$ cat src/rtl/inst_prefetch_queue.sv
// Instruction prefetch front end: one-outstanding fetch FSM feeding a small FIFO, with redirect flush.
// Optional statistics counters enabled by defining IFETCH_STATS_EN.
module inst_prefetch_queue #(
  parameter logic [31:0] RESET_PC = 32'h0000_0000,
  parameter int          DEPTH    = 4
) (
  input  logic        clk,
  input  logic        reset,
  input  logic        exit,
  output logic        ireq_valid,
  input  logic        ireq_ready,
  output logic [31:0] ireq_addr,
  input  logic        iresp_valid,
  input  logic [31:0] iresp_addr,
  input  logic [31:0] iresp_inst,
  input  logic        redirect_valid,
  input  logic [31:0] redirect_pc,
  output logic        out_valid,
  input  logic        out_ready,
  output logic [31:0] out_addr,
  output logic [31:0] out_inst
`ifdef IFETCH_STATS_EN
  ,
  output logic [31:0] stat_issued,
  output logic [31:0] stat_dropped
`endif
);

  localparam int PTR_W = (DEPTH > 1) ? $clog2(DEPTH) : 1;
  localparam int CNT_W = PTR_W + 1;
  localparam logic [CNT_W-1:0] FULL_C = CNT_W'(DEPTH);

  typedef enum logic [1:0] {ISSUE, WAIT_RESP, DRAIN} state_t;

  state_t             state_q, state_d;
  logic [31:0]        pc_q, pc_d;
  logic [PTR_W-1:0]   wptr_q, wptr_d;
  logic [PTR_W-1:0]   rptr_q, rptr_d;
  logic [CNT_W-1:0]   count_q, count_d;
  logic [31:0]        addr_mem_q [DEPTH];
  logic [31:0]        inst_mem_q [DEPTH];

  logic        accept, push, pop, drop, redir;
  logic [31:0] redir_pc;

  always_comb begin
    ireq_valid = (state_q == ISSUE) && (count_q < FULL_C) && !exit && !reset;
    ireq_addr  = pc_q;
    out_valid  = (count_q != '0) && !reset;
    out_addr   = addr_mem_q[rptr_q];
    out_inst   = inst_mem_q[rptr_q];
  end

  always_comb begin
    accept   = ireq_valid && ireq_ready;
    redir    = redirect_valid && !exit;
    redir_pc = redirect_pc & 32'hFFFF_FFFC;
    pop      = out_valid && out_ready && !redirect_valid && !exit;
    push     = 1'b0;
    drop     = 1'b0;
    state_d  = state_q;
    pc_d     = pc_q;
    if (!exit) begin
      case (state_q)
        ISSUE: begin
          if (accept) state_d = redirect_valid ? DRAIN : WAIT_RESP;
          if (redirect_valid) pc_d = redir_pc;
        end
        WAIT_RESP: begin
          if (iresp_valid) begin
            state_d = ISSUE;
            if (redirect_valid) begin
              drop = 1'b1;
              pc_d = redir_pc;
            end else begin
              push = 1'b1;
              pc_d = pc_q + 32'd4;
            end
          end else if (redirect_valid) begin
            state_d = DRAIN;
            pc_d    = redir_pc;
          end
        end
        DRAIN: begin
          // The outstanding response belongs to a flushed stream.
          if (iresp_valid) begin
            state_d = ISSUE;
            drop    = 1'b1;
          end
          if (redirect_valid) pc_d = redir_pc;
        end
        default: state_d = ISSUE;
      endcase
    end
  end

  always_comb begin
    wptr_d  = wptr_q;
    rptr_d  = rptr_q;
    count_d = count_q;
    if (redir) begin
      wptr_d  = '0;
      rptr_d  = '0;
      count_d = '0;
    end else begin
      if (push) wptr_d = wptr_q + PTR_W'(1);
      if (pop)  rptr_d = rptr_q + PTR_W'(1);
      case ({push, pop})
        2'b10:   count_d = count_q + CNT_W'(1);
        2'b01:   count_d = count_q - CNT_W'(1);
        default: count_d = count_q;
      endcase
    end
  end

  always_ff @(posedge clk) begin
    if (reset) begin
      state_q <= ISSUE;
      pc_q    <= RESET_PC;
      wptr_q  <= '0;
      rptr_q  <= '0;
      count_q <= '0;
    end else begin
      state_q <= state_d;
      pc_q    <= pc_d;
      wptr_q  <= wptr_d;
      rptr_q  <= rptr_d;
      count_q <= count_d;
    end
  end

  // Payload storage carries no reset; count gates its visibility.
  always_ff @(posedge clk) begin
    if (push) begin
      addr_mem_q[wptr_q] <= iresp_addr;
      inst_mem_q[wptr_q] <= iresp_inst;
    end
  end

`ifdef IFETCH_STATS_EN
  logic [31:0] issued_q, issued_d;
  logic [31:0] dropped_q, dropped_d;

  always_comb begin
    issued_d  = issued_q;
    dropped_d = dropped_q;
    if (accept && (issued_q != 32'hFFFF_FFFF)) issued_d = issued_q + 32'd1;
    if (drop && (dropped_q != 32'hFFFF_FFFF))  dropped_d = dropped_q + 32'd1;
  end

  always_ff @(posedge clk) begin
    if (reset) begin
      issued_q  <= '0;
      dropped_q <= '0;
    end else begin
      issued_q  <= issued_d;
      dropped_q <= dropped_d;
    end
  end

  assign stat_issued  = issued_q;
  assign stat_dropped = dropped_q;
`endif

endmodule
$ cat config.mk
export PLATFORM = sky130hd
export DESIGN_NAME = inst_prefetch_queue
export DESIGN_NICKNAME = d
export VERILOG_FILES = /design/src/rtl/inst_prefetch_queue.sv
export SDC_FILE = /design/constraint.sdc
export NUM_CORES = 1
export LEC_CHECK = 0
export ABC_CLOCK_PERIOD_IN_PS = 5800
export BUFFER_PORTS_ARGS = -buffer_cell sky130_fd_sc_hd__buf_2
export CORE_ASPECT_RATIO = 0.9
export CORE_MARGIN = 2
export CORE_UTILIZATION = 58
export CTS_CLUSTER_DIAMETER = 80
export DETAILED_ROUTE_END_ITERATION = 10
export GPL_ROUTABILITY_DRIVEN = 0
export HOLD_SLACK_MARGIN = 0.06
export PLACE_DENSITY = 0.92
export SYNTH_ARGS = -nofsm -noshare
export SYNTH_HDL_FRONTEND = slang
export SYNTH_SLANG_ARGS = --single-unit
$ cat constraint.sdc
create_clock -name clk -period 5.8 [get_ports clk]
set_input_delay 0 -clock clk [delete_from_list [all_inputs] [get_ports clk]]
set_output_delay 0 -clock clk [all_outputs]
set_load 0.01 [all_outputs]
==> results of run 1 <==
[flip-flops by register name (all words and copies together) (netlist names), named ones only]
name and count:
wptr_q 2, count_q 3, rptr_q 2, ireq_addr 32, state_q 2, addr_mem_q 128, inst_mem_q 128
[path summary, 6_finish.rpt]
kind           startpoint                to  slack (ps)
max            state_q[0]  inst_mem_q[2][6]        2590
min           iresp_valid     ireq_addr[23]          90
max reg2reg    state_q[0]  inst_mem_q[2][6]        2590
min reg2reg  ireq_addr[0]      ireq_addr[0]         480
[metal layers]
layer,routed length [um],vias up,global-route usage (%)
li1,-,3424,-
met1,11600,4006,39.2
met2,16400,626,51.9
met3,3710,102,6.65
met4,1110,0,8.59
met5,0,-,0
[stage by stage]
stage / utilization, % / setup WS [ps] / hold WS [ps]
after CTS: 74.8 / 2630 / 61.2
after floorplan: - / 2970 / 98.9
after global routing: 74.8 / 2360 / 115
final: 74.8 / 2590 / 88.9
after detailed placement: 65.5 / 2630 / 214
after global placement: 65.5 / 2750 / 214
[worst register-to-register path: cells and delay by family, from the launching register on]
family	cells	cell delay [ps]
buffers and inverters	1	570
DFF	1	630
and+or+nand+nor	3	1650
[power breakdown]
part           leakage, nW  internal, mW  switching, mW  total (mW)
logic                 2.15         0.104          0.110       0.214
clock network        0.394         0.891          0.796        1.69
registers             2.65          2.34         0.0273        2.37
[placed cells by master (no fill, tap or decap), drive strengths merged, types with 4 or more instances in the layout]
cell type / instances
a211oi: 7
a21oi: 19
a221oi: 5
a311o: 7
a31oi: 5
and2: 6
and3: 9
and4: 4
buf: 205
clkbuf: 36
clkinv: 13
dfxtp: 43
dlygate4sd3: 104
edfxtp: 256
ha: 6
inv: 14
mux4: 64
nand2: 20
nand3: 14
nand4: 28
nor2: 33
nor3: 15
nor4: 14
o21ai: 19
or3: 5
or4: 4
xnor2: 4
[cell type report]
class | count | area share [%]
multi-input combinational | 333 | 21.4
sequential | 299 | 56.9
clock buffer | 36 | 4.86
timing repair buffer | 309 | 13.9
tap | 255 | 2.12
inverter | 14 | 0.349
clock inverter | 14 | 0.582
antenna | 1 | 0.0166
[kinds of logic (layout without fill, tap and decap cells)]
kind of cell | Yosys count | in the layout | synth area share [%]
compound gates | 94 | 94 | 5.52
xor+xnor | 6 | 6 | 0.439
fa+ha+maj | 7 | 7 | 0.795
buf+inv | 51 | 373 | 1.77
flops | 299 | 299 | 71.4
mux | 68 | 68 | 12.4
other cells | 0 | 1 | 0
simple gates | 158 | 158 | 7.63
==> impl_results.md, run 1 <==
- Die area: about 22000 sq um
- Clock latency on the worst-skew pair: approximately 560 ps
- Share of post-route cells with drive strength above 1: 32.0%
- Top-count cell post-synth: edfxtp_1
- CP Data Required Time: roughly 6000 ps
- WL per Instance: approximately 26 um
- Rel. slew slack: 31.6%
- Fillers: around 1100
- Hpwl dp: 16.8 mm
- P&R area growth vs syn: 25.7%
- Final Non-Filler Cells: ~1300
- Vias post-DR: 8158
- Initial DRT Pass Iterations: 8
- Global-route wire length before repair: between 40 and 50 mm
- Worst hold path class: primary input to flop
- Post-CTS sizing: 0
- Async S/R FF share, synth: 0%
- Detailed-route DRC error count: 0
- Multi-input combinational cell area: around 3200 sq um
- Hold buffers post-CTS: roughly 100
- Max Freq: 312 MHz
- Worst reg2reg path depth: 4
- Clock root cell: clkbuf_16
- Core region area: between 20000 and 25000 sq um
- CTS tree: built
- Crit path DAT: approximately 3400 ps
- Initial antenna violation count: 1
- Post-route design area: roughly 15000 sq um
- Yosys top cell by area: edfxtp_1
- Setup crit start kind: flop
- LEAKAGE: roughly 5.2 nW
- I/O pins: about 200
- Yosys Warn Count: 0
- CP top delay family: simple AND/OR/NAND/NOR gates
- Worst setup EP type: flop
- Synth unique cells: between 50 and 60
- Syn nets: 793
- Tcrit/Tclk final: around 55%
- Power, Total: between 4 and 5 mW
- Setup CP Type: flop to flop
- Starting density of the core: 59.5%
- FP Rows: 49
- Clk buf depth: 3
- Final nets: 1095
- Crit path depth: 4
- TritonCTS buffer count: 28
- Outcome: finished clean
- RSZ-0062 raised after global routing: false
- Worst-Margin Slew: slightly above 1000 ps
- Die Y: between 100 and 150 um
- Worst path max stage delay: between 800 and 900 ps
- Largest net degree at the start of global routing: 65
- Via/cell ratio: around 6.5
- Cells after Synth: ~680
- Worst-path cell chain: nand4bb_1, nor2_1, and2_2, buf_4
- Max-capacitance violation count: 0
- Clock skew: 24.2 ps
- FF/Latch Area: between 8000 and 9000 sq um
- Die X: 155 um
- Crit-path slowest cell: and2_2
- Grt total ovfl: 0
- Synth Register Bits: 299
- # setup viols final: 0
- CP bufs+invs: 1
- Syn_area_per_cell: between 15 and 20 sq um
- Mapped Area: approximately 12000 sq um
- Placed Area: 13200 sq um
- Post-CTS Setup Repair Bufs: 0
- Ys flop type: edfxtp_1
- Peak supply drop: ~0.00018 V
- Final WL: roughly 33 mm
- All-layer global routing usage: approximately 30%
- Yosys top cell area share: between 60 and 70%
- Hold path depth: 5
- Iteration-0 DRC Markers: 926
- Synth area leaders: edfxtp_1 (64%), mux4_2 (12%), dfxtp_1 (7.2%), nand4_1 (1.4%), nor2_1 (1.0%)
- Fin crit period: roughly 3200 ps
- Clock sink count: about 300
- Hold Vio Cnt, Final: 0
- # H-tree levels: 1
- CP max FO: 35
- Post-Place Cells: ~1100
- Max Slew Vio Count: 0
- Vias in the first global route: about 8300
- Pwr Density: ~280 nW/um^2
- Post-DRT Antenna Nets: 0
- CTS clk-pin slew, worst paths: 60 ps
- Synth top cells by count: edfxtp_1 (256), mux4_2 (64), dfxtp_1 (43)
- Sequential element share of the synthesized area: 71.4%
- Port Buffer Count: 198
- Setup TNS: 0 ps
- Number of flops mapped to enable cells by yosys: roughly 260
Power figures use the tool's default switching activity.
==> run 2, diff against run 1 <==
- ABC_CLOCK_PERIOD_IN_PS: 5800 -> 3000
- CORE_UTILIZATION: 58 -> 56
- PLACE_DENSITY: 0.92 -> 0.89
- clock period: 5.8 -> 3 ns (I/O delays scaled with it)
==> impl_results.md, run 2 (synthesis results as in run 1) <==
- Hpwl dp: about 17 mm
- CP most frequent cell: nor2_1
- Die area: ~23000 sq um
- Clock skew: ~13 ps
- Via/cell ratio: 6.18
- Max Slew Vio Count: 0
- Post-Place Cells: 1147
- Power, Total: slightly below 9 mW
- Initial antenna violation count: 1
- Peak supply drop: around 0.00046 V
- Final Non-Filler Cells: ~1300
- Clock sink count: approximately 300
- Outcome: finished clean
- RSZ-0062 raised after global routing: false
- Die X: 158 um
- Grt total ovfl: 0
- Worst-path cell chain: a21o_1, nor2_1, a221oi_1, nor2_1, dlygate4sd3_1
- Utilization after layout: between 70% and 80%
- Die Y: roughly 140 um
- Post-CTS Setup Repair Bufs: 0
- Worst setup EP type: flop
- Fin crit period: ~2800 ps
- TritonCTS buffer count: 29
- I/O pins: ~200
- Crit-path slowest cell: dfxtp_1
- Worst Slack Setup Final: ~240 ps
- Worst path max stage delay: approximately 650 ps
- Clk buf depth: 3
- CP Data Required Time: 3440 ps
- P&R area growth vs syn: 29.3%
- # H-tree levels: 1
- Clock root cell: clkbuf_16
- FP Rows: 50
- Setup TNS: 0 ps
- Post-CTS sizing: 0
- Max Freq: 363 MHz
- Dpl ws: about 690 ps
- CTS clk-pin slew, worst paths: approximately 60 ps
- All-layer global routing usage: 28.3%
- Port Buffer Count: between 150 and 200
- Most common cell after layout, fill and taps aside: edfxtp_1
- Worst hold path class: primary input to flop
- Clock latency on the worst-skew pair: roughly 550 ps
- Detailed-route DRC error count: 0
- Placed Area: between 10000 and 15000 sq um
- Share of post-route cells with drive strength above 1: about a third
- Core region area: approximately 21000 sq um
- Global-route wire length before repair: approximately 48 mm
- Worst-Margin Slew: a little under 800 ps
- Final WL: between 30 and 40 mm
- CTS tree: built
- Vias post-DR: just over 8000
- Pwr Density: around 560 nW/um^2
- Hold Vio Cnt, Final: 0
- Setup CP Type: flop to flop
- Rel. slew slack: a little under half
- LEAKAGE: 5.36 nW
- Max-capacitance violation count: 0
- Most frequent cells in the layout: edfxtp_1 (256), buf_2 (198), dlygate4sd3_1 (109), mux4_2 (64), dfxtp_1 (41)
- WL per Instance: around 24 um
- Crit path DAT: 3190 ps
- Final nets: 1111
- CP max FO: 21
- Vias in the first global route: 8255
- Post-route design area: 15500 sq um
- Initial DRT Pass Iterations: 6
- Iteration-0 DRC Markers: around 940
- Post-DRT Antenna Nets: 0
- Starting density of the core: approximately 57%
- Largest net degree at the start of global routing: 65
- Tcrit/Tclk final: between 90 and 100%
- Worst hold margin: between 100 and 150 ps
- # setup viols final: 0
- Setup crit start kind: flop
-- run 2: changes by cell type in the layout (fill, tap and decap cells not counted), moves of 4 or more --
| cell | previous run | this run |
|---|---|---|
| buf_12 | 0 | 10 |
| dlygate4sd3_1 | 104 | 109 |
| clkbuf_1 | 8 | 12 |
| bufinv_16 | 0 | 4 |
| and2_2 | 4 | 0 |
| and2_4 | 0 | 4 |
| clkinv_1 | 8 | 4 |
-- run 2: area by class of cell --
cell class | instances | area [sq um]
antenna | 1 | 2.50
sequential | 299 | 8550
fill | 1209 | 5430
timing repair buffer | 324 | 2330
clock buffer | 41 | 771
tap | 286 | 358
inverter | 14 | 52.6
clock inverter | 12 | 176
multi-input combinational | 333 | 3220
-- run 2: worst max-delay path, delay by kind of cell, from the launching register on --
family	cells	cell delay [ps]
compound gates	2	1010
buf+inv	1	560
flops	1	650
simple gates	2	410
-- run 2: path summary, 6_finish.rpt --
check,start,to,slack (ps),cells after the start
worst max-delay path,state_q[0],ireq_addr[2],240,5
worst min-delay path,iresp_valid,ireq_addr[6],110,5
worst max register to register,state_q[0],ireq_addr[2],240,5
worst min register to register,ireq_addr[1],ireq_addr[1],480,1
-- run 2: power by group --
group	leakage, nW	switching [mW]	internal, mW
Sequential	2.65	0.0525	4.53
Combinational	2.26	0.207	0.208
Clock	0.452	1.52	2.14
Total	5.36	1.78	6.88
-- run 2: layer usage --
metal	track usage, %	wire length [um]	up-vias
met2	50.0	16200	567
met5	0	0	-
met4	8.72	1020	0
met3	6.77	3080	94
met1	34.7	11300	3973
li1	-	-	3462
-- run 2: repair_timing --
| action | in CTS | in global routing |
|---|---|---|
| hold buffers | 109 | 0 |
| endpoints found under the setup margin | 0 | 0 |
| endpoints found under the hold margin | 297 | 0 |
==> run 3, diff against run 2 <==
- BUFFER_PORTS_ARGS: -buffer_cell sky130_fd_sc_hd__buf_2 -> -buffer_cell sky130_fd_sc_hd__clkbuf_2
- CTS_BUF_LIST: default -> sky130_fd_sc_hd__clkbuf_4 sky130_fd_sc_hd__clkbuf_8 sky130_fd_sc_hd__clkbuf_16
- SKIP_LAST_GASP: default -> 1
==> impl_results.md, run 3 (synthesis results as in run 1) <==
- Outcome: finished clean
- # H-tree levels: 1
- Clock sink count: around 300
- Port Buffer Count: slightly below 200
- Grt total ovfl: 0
- Max-capacitance violation count: 0
- Max Slew Vio Count: 0
- Fillers: approximately 1200
- FP Rows: 50
- LEAKAGE: ~5.4 nW
- P&R area growth vs syn: 29.7%
- Via/cell ratio: 6.17
- Die Y: around 140 um
- Detailed-route DRC error count: 0
- Hpwl dp: between 15 and 20 mm
- Clk buf depth: 3
- Antenna diode count: 0
- All-layer global routing usage: 28.7%
- Setup CP Type: flop to flop
- Starting density of the core: 57.3%
- Worst setup EP type: flop
- Fin crit period: 2750 ps
- Setup TNS: 0 ps
- WL per Instance: approximately 24 um
- FF/Latch Area: between 8000 and 9000 sq um
- TritonCTS buffer count: 29
- Tcrit/Tclk final: 91.7%
- Clock skew: 32.3 ps
- Final Non-Filler Cells: around 1300
- Hold Vio Cnt, Final: 0
- Post-CTS sizing: 0
- Clock latency on the worst-skew pair: 580 ps
- Final WL: roughly 32 mm
- Core region area: 20900 sq um
- Post-CTS Setup Repair Bufs: 0
- Worst Slack Setup Final: 249 ps
- Worst hold margin: around 110 ps
- Pwr Density: approximately 560 nW/um^2
- CTS clk-pin slew, worst paths: 60 ps
- # setup viols final: 0
- CP Data Required Time: roughly 3500 ps
- Most frequent cells in the layout: edfxtp_1 (256), clkbuf_2 (198), dlygate4sd3_1 (115), mux4_2 (64), dfxtp_1 (41)
- Final nets: roughly 1100
- Multi-input combinational cell area: around 3200 sq um
- Power, Total: slightly below 9 mW
- Global-route wire length before repair: a little under 50 mm
- Post-Place Cells: roughly 1100
- Post-route design area: about 16000 sq um
- Max Freq: roughly 360 MHz
- I/O pins: about 200
- Vias in the first global route: roughly 8000
- RSZ-0062 raised after global routing: false
- Rel. slew slack: about 44%
- Dpl ws: between 700 and 800 ps
- CP max FO: 14
- Worst hold path class: primary input to flop
- CTS tree: built
- Initial DRT Pass Iterations: 7
- Clock root cell: clkbuf_16
- Hold buffers post-CTS: 115
- Crit path DAT: 3240 ps
- Peak supply drop: between 0.0004 and 0.0005 V
- Initial antenna violation count: 0
- Utilization after layout: between 70% and 80%
- Die X: 158 um
- Share of post-route cells with drive strength above 1: about a third
- Die area: approximately 23000 sq um
- Post-DRT Antenna Nets: 0
- Vias post-DR: 8124
- Placed Area: between 10000 and 15000 sq um
- Setup crit start kind: flop
- Iteration-0 DRC Markers: between 700 and 800
- Most common cell after layout, fill and taps aside: edfxtp_1
- Worst-Margin Slew: 839 ps
- Largest net degree at the start of global routing: 65
==> run 3: changes by cell type in the layout (fill, tap and decap cells not counted), moves of 3 or more <==
cell,change
clkbuf_2,+198
clkbuf_4,+5
buf_4,+3
buf_2,-198
clkinv_1,+3
dlygate4sd3_1,+6
clkbuf_1,-12
clkinv_2,+4
==> run 3: path summary, 6_finish.rpt <==
check | end | cells after the start | slack, ps | start
setup reg to reg | ireq_addr[5] | 7 | 250 | state_q[0]
hold / removal | ireq_addr[19] | 5 | 110 | iresp_valid
setup / recovery | ireq_addr[5] | 7 | 250 | state_q[0]
hold reg to reg | ireq_addr[0] | 1 | 490 | ireq_addr[0]
==> run 3: final cells by class <==
| type | instances | area share [%] |
|---|---|---|
| flip-flops and latches | 299 | 55.1 |
| clock buffers | 34 | 4.92 |
| clock inverters | 18 | 1.12 |
| well taps | 286 | 2.31 |
| inverters | 14 | 0.339 |
| multi-input cells | 333 | 20.7 |
| repair buffers | 332 | 15.5 |
==> run 3: critical path, cell delays in order, from the launching register on <==
cell and delay (ps):
dfxtp_1 640, nand2_1 130, buf_4 210, o41ai_1 380, nand2_1 100, dlygate4sd3_1 560, a21oi_1 120, dlygate4sd3_1 550
==> run 3: per-layer routing <==
layer  vias to the layer above  share of wire, %  GRT usage [%]
li1                       3486                 -              -
met3                        89                11           6.53
met4                         0               3.1           8.39
met1                      3984                35           36.2
met5                         -                 0              0
met2                       565                50           50.1
==> run 3: power by group <==
group | switching (mW) | internal, mW | leakage [nW] | total (mW)
clock network | 1.56 | 2.08 | 0.463 | 3.64
logic | 0.217 | 0.213 | 2.31 | 0.430
registers | 0.0517 | 4.53 | 2.65 | 4.58
